===== config.mk =====
export PLATFORM = sky130hd
export DESIGN_NAME = muler_seq_ctrl
export DESIGN_NICKNAME = d
export VERILOG_FILES = /design/src/rtl/muler_seq_ctrl.sv
export SDC_FILE = /design/constraint.sdc
export NUM_CORES = 1
export LEC_CHECK = 0
export CORE_UTILIZATION = 40
export CTS_CLUSTER_DIAMETER = 100
export DETAILED_ROUTE_END_ITERATION = 7
export GPL_ROUTABILITY_DRIVEN = 0
export MAX_ROUTING_LAYER = met4
export PLACE_DENSITY = 0.77
export SLEW_MARGIN = 20
export SYNTH_ARGS = -nofsm -noshare
export SYNTH_HDL_FRONTEND = slang
export SYNTH_SLANG_ARGS = --single-unit
export TNS_END_PERCENT = 10

===== constraint.sdc =====
create_clock -name clk -period 3 [get_ports clk]
set_input_delay 0.45 -clock clk [delete_from_list [all_inputs] [get_ports clk]]
set_output_delay 0.45 -clock clk [all_outputs]
set_load 0.02 [all_outputs]

===== src/rtl/muler_seq_ctrl.sv =====
// -----------------------------------------------------------------------------
// muler_seq_ctrl
// Multi-cycle unsigned shift-add multiplier controller. It sits directly in
// front of an N-bit ALU: each CALC cycle it presents the partial-sum high half
// and (multiplicand or 0) to the ALU, then folds the ALU sum and carry back
// into a 2N-bit accumulator that shifts right one bit per cycle.
//
// Ports:
//   clk, rst_n          system clock (rising edge), async active-low reset
//   in_valid_i/in_ready_o, a_i, b_i      operand handshake (a=multiplicand)
//   out_valid_o/out_ready_i, prod_o      product handshake, prod_o = a*b
//   alu_a_o, alu_b_o, alu_sel_o          ALU operand/select drive
//   alu_s_i, alu_carry_i                 combinational ALU result
//   perf_cnt_o, busy_o                   only when MULER_PERF_EN is defined
//
// Build option: MULER_PERF_EN adds a 32-bit count of completed product
// handshakes (wrapping) and a busy flag (high in CALC or DONE).
//
// state | meaning
// ------+-------------------------------------------------------------
// IDLE  | ready for operands, ALU inputs held at zero
// CALC  | N shift-add iterations, one per clock
// DONE  | product valid, held until out_ready_i
// -----------------------------------------------------------------------------
module muler_seq_ctrl #(
    parameter int         N       = 4,
    parameter logic [2:0] ADD_SEL = 3'b000
) (
    input  logic           clk,
    input  logic           rst_n,
`ifdef MULER_PERF_EN
    output logic [31:0]    perf_cnt_o,
    output logic           busy_o,
`endif
    input  logic           in_valid_i,
    output logic           in_ready_o,
    input  logic [N-1:0]   a_i,
    input  logic [N-1:0]   b_i,
    output logic           out_valid_o,
    input  logic           out_ready_i,
    output logic [2*N-1:0] prod_o,
    output logic [N-1:0]   alu_a_o,
    output logic [N-1:0]   alu_b_o,
    output logic [2:0]     alu_sel_o,
    input  logic [N-1:0]   alu_s_i,
    input  logic           alu_carry_i
);

    localparam int CW = $clog2(N + 1);

    typedef enum logic [1:0] {
        IDLE = 2'd0,
        CALC = 2'd1,
        DONE = 2'd2
    } state_t;

    state_t         state;
    state_t         state_nxt;
    logic [N-1:0]   mcand;
    logic [2*N-1:0] acc;
    logic [CW-1:0]  cnt;
    logic           accept;

    always_ff @(posedge clk or negedge rst_n) begin
        if (!rst_n) begin
            state <= IDLE;
        end else begin
            state <= state_nxt;
        end
    end

    always_comb begin
        state_nxt   = state;
        in_ready_o  = 1'b0;
        out_valid_o = 1'b0;
        prod_o      = '0;
        alu_a_o     = '0;
        alu_b_o     = '0;
        case (state)
            IDLE: begin
                in_ready_o = 1'b1;
                if (in_valid_i) begin
                    state_nxt = CALC;
                end
            end
            CALC: begin
                alu_a_o = acc[2*N-1:N];
                // Current multiplier bit decides whether this iteration adds.
                alu_b_o = acc[0] ? mcand : '0;
                if (cnt == CW'(N - 1)) begin
                    state_nxt = DONE;
                end
            end
            DONE: begin
                out_valid_o = 1'b1;
                prod_o      = acc;
                if (out_ready_i) begin
                    state_nxt = IDLE;
                end
            end
            default: state_nxt = IDLE;
        endcase
    end

    assign alu_sel_o = ADD_SEL;
    assign accept    = (state == IDLE) && in_valid_i;

    always_ff @(posedge clk or negedge rst_n) begin
        if (!rst_n) begin
            mcand <= '0;
            acc   <= '0;
            cnt   <= '0;
        end else if (accept) begin
            mcand <= a_i;
            acc   <= {{N{1'b0}}, b_i};
            cnt   <= '0;
        end else if (state == CALC) begin
            // Carry lands in the top bit, so the 2N-bit result never overflows.
            acc <= {alu_carry_i, alu_s_i, acc[N-1:1]};
            cnt <= cnt + CW'(1);
        end
    end

`ifdef MULER_PERF_EN
    always_ff @(posedge clk or negedge rst_n) begin
        if (!rst_n) begin
            perf_cnt_o <= '0;
        end else if (out_valid_o && out_ready_i) begin
            perf_cnt_o <= perf_cnt_o + 32'd1;
        end
    end

    assign busy_o = (state != IDLE);
`endif

endmodule


# After elaboration in Yosys (flattened, before gate mapping)
# Index checks and enable logic that the tools add are counted.
[word_totals] ff_bits=17 latchBits=0 mem_bits_rw=0 rom_bits=0 inputBits=17 output_inout_bits=21 elab_cells=29 memories=0
[op_classes] n_addsub=1 multipliers=0 n_div=0 n_lt_le_gt_ge=0 eq_ne=6 n_shift=0 muxes=14 bitwise_logic=0 reduce_logical=4
[op_table] cell="$mux 8" n=3
[op_table] cell="$mux 4" n=3
[op_table] cell="$mux 2" n=3
[op_table] cell="$mux 3" n=2
[op_table] cell="$ne 2x2->1 const B" n=3
[op_table] cell="$pmux 2 s3" n=1
[op_table] cell="$add 3x1->3 const B" n=1
[op_table] cell="$eq 3x2->1 const B" n=1
[op_table] cell="$reduce_and 3->1" n=1
[op_table] cell="$eq 2x1->1 const B" n=1
[op_table] cell="$eq 2x2->1 const B" n=1
[op_table] cell="$logic_not 2->1" n=1
[op_table] cell="$mux 1" n=2
[op_table] cell="$reduce_bool 2->1" n=1
[op_table] cell="$logic_and 1x1->1" n=1

# Depth between registers and ports, before layout
# Gate-level depths: netlist of the first run.
[logic_depth] ltp_word=3 mapped_depth=4 ltp_nobuf=4

# Worst setup path before layout of the first run
# No wires, ideal clock.
[synth_timing] path_type="register to output" from="register state[1]" to="output alu_b_o[0]" arrival_time_ps=1098 setup_slack_ps=1452 stages_incl_launch_ff=4 n_path_buf=1 cell_sequence="dfrtp_1 and2b_1 clkbuf_1 and3_1"
[synth_between] elab_chain_len=2
[synth_lines] item="start, declared" line_no="57" source="state_t state;"
[synth_lines] item="start signal, assigned" line_no="68" source="state <= state_nxt;"
[synth_lines] item="$eq 2x1->1" line_no="79" source="case (state)"
[synth_lines] item="$mux 4" line_no="79"
[synth_lines] item="end, declared" line_no="43" source="output logic [N-1:0] alu_b_o,"
# Every way passes these cells.

# Worst setup path in the final report of the first run
[layout_timing] from="register state[1]" to="output prod_o[2]"
[layout_between] elab_chain_len=2
[layout_lines] item="$eq 2x2->1" line_no="79"
[layout_lines] item="$mux 8" line_no="79"
[layout_lines] item="end, declared" line_no="41" source="output logic [2*N-1:0] prod_o,"
# Every way passes these cells.

==> out/metrics.yaml, run 1 <==
outcome:
  status: "finished, final reports clean"
synthesis:
  synth_compound_area_share_pct: 14.5
  async_flop_share_pct: 100
  yosysSeqAreaShare_pct: 48.9
  synth.distinct_cells: 27
  synth_warnings: 0
  synth.area.top_cells: "dfrtp_1, and2_1, mux2_2"
  synth_area_per_cell_um2: 11.8
  syn-cell-area_um2: 871
  synth_commonest_cells: "dfrtp_1, and2_1, a22o_1"
  synth-xor-area-share_pct: 0
  synth-edff-count: 0
  synthSimpleGateAreaFrac_pct: 20.7
  synth_seq_cells: 17
  syn_inst: 74
  synth_top_flop_cell: "dfrtp_1"
  synth_top_family_by_area: "simple AND/OR/NAND/NOR gates"
  synth_adder_area_share_pct: 2.87
  synth_top_area_cell: "dfrtp_1"
  yosysMostFrequentCell: "dfrtp_1"
  synthMuxAreaShare_pct: 6.32
  synth_top_area_share_pct: 48.9
power_and_ir_drop:
  p_leak_nw: 0.517
  powerDensity_mw_per_mm2: 957
  ir_drop_uv: 467
  power_mw: 1.18
floorplan:
  coreArea_mm2: 0.00200
  die_w_um: 48.7
  initial_core_util_pct: 43.5
  dieArea_mm2: 0.00237
  fp.dieH_um: 48.7
  rows: 16
  io_pins: 38
timing:
  worstMarginPinSlew_ns: 0.726
  slew-limit-headroom_pct: 51.4
  rsz0062_at_grt: "no"
  hold_viol_final: 0
  setup_violations: 0
  fmaxAchievable_ghz: 0.389
  timing.final.crit_share_pct: 85.6
  drv_slew: 0
  setup-tns-final_ns: 0
  fin_crit_ns: 2.57
  fin_skew_ns: 0.00142
clock_network:
  clkSinkCount: 17
  cts_buffers: 3
  holdBufCountCts: 0
  cts.repair.resized: 0
  clock_path_buffers: 2
  path_clk_slew_ns: 0.09
  tritoncts: "built"
  cts_max_level: 1
  clkLatencyLatePin_ns: 0.28
  clock-root-buffer: "clkbuf_4"
  cts_setup_buffers: 0
place:
  numPortBuffers: 34
  dp_hpwl_um: 1210
global_route:
  grt_start_max_net_pins: 18
  grt_pass1_vias: 641
  overflow: 0
  grt_usage_pct: 17.1
  grt_first_pass_wirelength_um: 2950
  antenna_found_initial: 0
routing:
  top_layer_used: "met4"
  drt_wl_total_um: 1670
  wire_per_inst_um: 12.5
  via_per_inst: 5.07
  wirelength_met1_um: 822
  drtIter0Drc: 8
  vias: 680
  drc: 0
  route.met2.wl_um: 711
  drtAntennaViolNets: 0
  first_pass_iters: 3
  wl_met3_um: 99
layout:
  area_growth_pct: 41.4
  num_antenna_cells: 0
  final_layout_size_suffix_gt1_share_pct: 12.1
  layout.nets: 127
critical_path:
  critical_path_class: "reg2out"
  end_kind: "output port"
  rrSetupSlack_ns: 1.61
  required_ns: 2.55
  critPathArrivalTime_ns: 2.12
  crit_path_max_fanout: 12
  cp-start-kind: "flip-flop"
run:
  drv_cap: 0
worst_hold_path:
  hold_class: "reg2reg"
## stage by stage
stage,hold slack [ns],cells,instance area (um2),util (%),setup WS [ns]
floorplan,0.154,76,878,-,1.45
global placement,0.466,130,1200,60.2,0.780
detailed placement,0.472,130,1200,60.2,0.730
CTS,0.485,134,1230,61.5,0.416
global route,0.518,134,1230,61.5,0.270
finish,0.482,134,1230,61.5,0.432
## sequential cells by signal (all words and copies together), names as in the netlist
signal,flops
acc,8
cnt,3
mcand,4
state,2
## final cells by class
cell class / instances / area, um2
multi-input cells: 50 / 398
flip-flops and latches: 17 / 425
inverters: 2 / 7.51
well taps: 27 / 33.8
clock buffers: 4 / 26.3
fillers: 163 / 771
repair buffers: 34 / 340
## power breakdown
group / switching (mW) / internal (mW) / total [mW]
Sequential: 0.0941 / 0.342 / 0.436
Combinational: 0.283 / 0.339 / 0.622
Clock: 0.0681 / 0.0516 / 0.120
Total: 0.445 / 0.733 / 1.18
## worst max-delay path, stage by stage (launching register included)
cell and delay (ns):
dfrtp_1 0.52, nor2b_1 0.50, and2_1 0.22, clkdlybuf4s50_1 0.60
## cells in the final DEF, fill, tap and decap left out, drive strengths merged, types with 2 or more instances in the layout
cell type / count
ha: 2
and3: 4
clkdlybuf4s50: 34
inv: 2
mux2: 4
conb: 3
and2: 12
o221a: 4
dfrtp: 17
a22o: 5
or4b: 4
clkbuf: 4
## metal layers
layer | GRT usage (%) | vias up
met5 | - | -
met4 | 8.82 | 0
met3 | 3.46 | 4
met2 | 25.0 | 30
met1 | 22.3 | 314
li1 | - | 332
## worst paths after layout
path                            startpoint        end  cells after the start
max in group asynchronous            rst_n     acc[5]                      1
worst max-delay path              state[1]  prod_o[2]                      3
min in group asynchronous            rst_n   mcand[0]                      1
worst min register to register      cnt[0]     cnt[0]                      1
worst max register to register    state[0]   mcand[2]                      2
worst min-delay path                cnt[0]     cnt[0]                      1
## kinds of logic after synthesis
family / count (synthesis)
simple gates: 26
flops: 17
compound gates: 14
buf+inv: 9
mux: 5
fa+ha+maj: 2
other cells: 1
Note: power is estimated with default switching activity, not from simulation.
==> inputs of run 2 (changes only) <==
--- a/config.mk
+++ b/config.mk
@@ -5,12 +5,13 @@
 export SDC_FILE = /design/constraint.sdc
 export NUM_CORES = 1
 export LEC_CHECK = 0
-export CORE_UTILIZATION = 40
+export ABC_AREA = 0
+export CORE_UTILIZATION = 44
 export CTS_CLUSTER_DIAMETER = 100
 export DETAILED_ROUTE_END_ITERATION = 7
 export GPL_ROUTABILITY_DRIVEN = 0
 export MAX_ROUTING_LAYER = met4
-export PLACE_DENSITY = 0.77
+export PLACE_DENSITY = 0.83
 export SLEW_MARGIN = 20
 export SYNTH_ARGS = -nofsm -noshare
 export SYNTH_HDL_FRONTEND = slang
==> run 2 against run 1 <==
- flip-flop and latch count did not move
- routed wire length rose by 7.6%
- sequential share of layout area barely moved
- hold slack improved by 0.030 ns
- combinational power rose by 2%
- maximum frequency fell by 0.65%
- largest cell class unchanged
- clock skew rose by 0.0055 ns
==> out/metrics.yaml, run 2 (same netlist as run 1, synthesis figures left out) <==
outcome:
  status: "finished, final reports clean"
clock_network:
  cts_max_level: 1
  clock_path_buffers: 2
  clock-root-buffer: "clkbuf_4"
  clkSinkCount: 17
  cts_buffers: 3
  path_clk_slew_ns: 0.10
  tritoncts: "built"
  cts_setup_buffers: 0
  cts.repair.resized: 0
  holdBufCountCts: 0
  clkLatencyLatePin_ns: 0.28
layout:
  final_common_cell: "clkdlybuf4s50_1"
  top_register: "acc"
  layout.nets: 127
  fill_cells: 147
  reg_top3: "acc x8, mcand x4, cnt x3"
  area_growth_pct: 41.2
  final_cells: 132
  largest_register_ffs: 8
  final_layout_size_suffix_gt1_share_pct: 13.1
  final_cell_mix: "clkdlybuf4s50_1, dfrtp_1, and2_1"
  final_util_pct: 69.0
  num_antenna_cells: 0
run:
  drv_cap: 0
routing:
  via_per_inst: 5.09
  drc: 0
  drtIter0Drc: 7
  drtAntennaViolNets: 0
  wire_per_inst_um: 13.6
  drt_wl_total_um: 1800
  vias: 672
  first_pass_iters: 4
power_and_ir_drop:
  p_leak_nw: 0.520
  ir_drop_uv: 639
  powerDensity_mw_per_mm2: 968
  power_mw: 1.19
floorplan:
  die_w_um: 46.5
  dieArea_mm2: 0.00216
  rows: 15
  fp.dieH_um: 46.5
  coreArea_mm2: 0.00178
  io_pins: 38
  initial_core_util_pct: 48.8
worst_hold_path:
  hold_class: "reg2reg"
  holdCritStartpoint: "mcand[2]"
  hold_depth: 1
global_route:
  grt_pass1_vias: 631
  gr-usage-met2_pct: 30.6
  antenna_found_initial: 0
  gr-usage-met3_pct: 3.53
  grt_first_pass_wirelength_um: 2780
  grt_start_max_net_pins: 18
  overflow: 0
  use_met1_pct: 24.4
  busiest_layer: "met2"
  grt_usage_pct: 19.3
place:
  placed_cells: 128
  numPortBuffers: 34
  dp_hpwl_um: 1380
critical_path:
  cp-start-kind: "flip-flop"
  crit_start: "state[1]"
  rrSetupSlack_ns: 1.61
  critPathArrivalTime_ns: 2.14
  required_ns: 2.55
  end_kind: "output port"
  reg2reg_depth: 2
  reg2reg_from: "state[0]"
  critical_path_class: "reg2out"
  crit_path_max_fanout: 12
timing:
  slew-limit-headroom_pct: 51.3
  hold_viol_final: 0
  whs_ns: 0.512
  fin_skew_ns: 0.00689
  fmaxAchievable_ghz: 0.387
  timing.final.crit_share_pct: 86.2
  fin_crit_ns: 2.59
  setup_violations: 0
  rsz0062_at_grt: "no"
  setup-tns-final_ns: 0
  worstMarginPinSlew_ns: 0.729
  drv_slew: 0
-- run 2: cell count changes in the layout (fill, tap and decap cells not counted), sizes merged --
cell / delta
clkbuf: -1
clkinv: +1
-- run 2: power by group --
part	total, mW	switching (mW)	internal, mW	leakage (nW)
Clock	0.119	0.0698	0.0494	0.0177
Sequential	0.438	0.0958	0.342	0.201
Combinational	0.633	0.293	0.340	0.301
-- run 2: layer usage --
layer / wire length [um] / part of all wire [%]
met1: 800 / 44
met2: 888 / 49
met3: 87 / 4.8
met4: 21 / 1.2
met5: 0 / 0
-- run 2: area by class of cell --
class	instances	area [um2]	area share [%]
multi-input combinational	50	398	32.3
clock buffer	3	22.5	1.83
sequential	17	425	34.6
clock inverter	1	5.00	0.407
timing repair buffer	34	340	27.7
inverter	2	7.51	0.610
tap	25	31.3	2.54
-- run 2: critical path: stages, from the launching register on --
cell and delay [ns]:
dfrtp_1 0.52, nor2b_1 0.52, and2_1 0.22, clkdlybuf4s50_1 0.60
-- run 2: path summary, 6_finish.rpt --
check | endpoint
max | prod_o[5]
min | mcand[2]
max reg2reg | mcand[3]
min reg2reg | mcand[2]
max in group asynchronous | state[1]
min in group asynchronous | acc[1]
-- run 2: stage by stage --
stage / area [um2] / worst slack (ns)
4_1_cts: 1230 / 0.419
5_1_grt: 1230 / 0.241
3_3_place_gp: 1200 / 0.818
3_5_place_dp: 1200 / 0.735
6_report: 1230 / 0.415
2_1_floorplan: 878 / 1.45
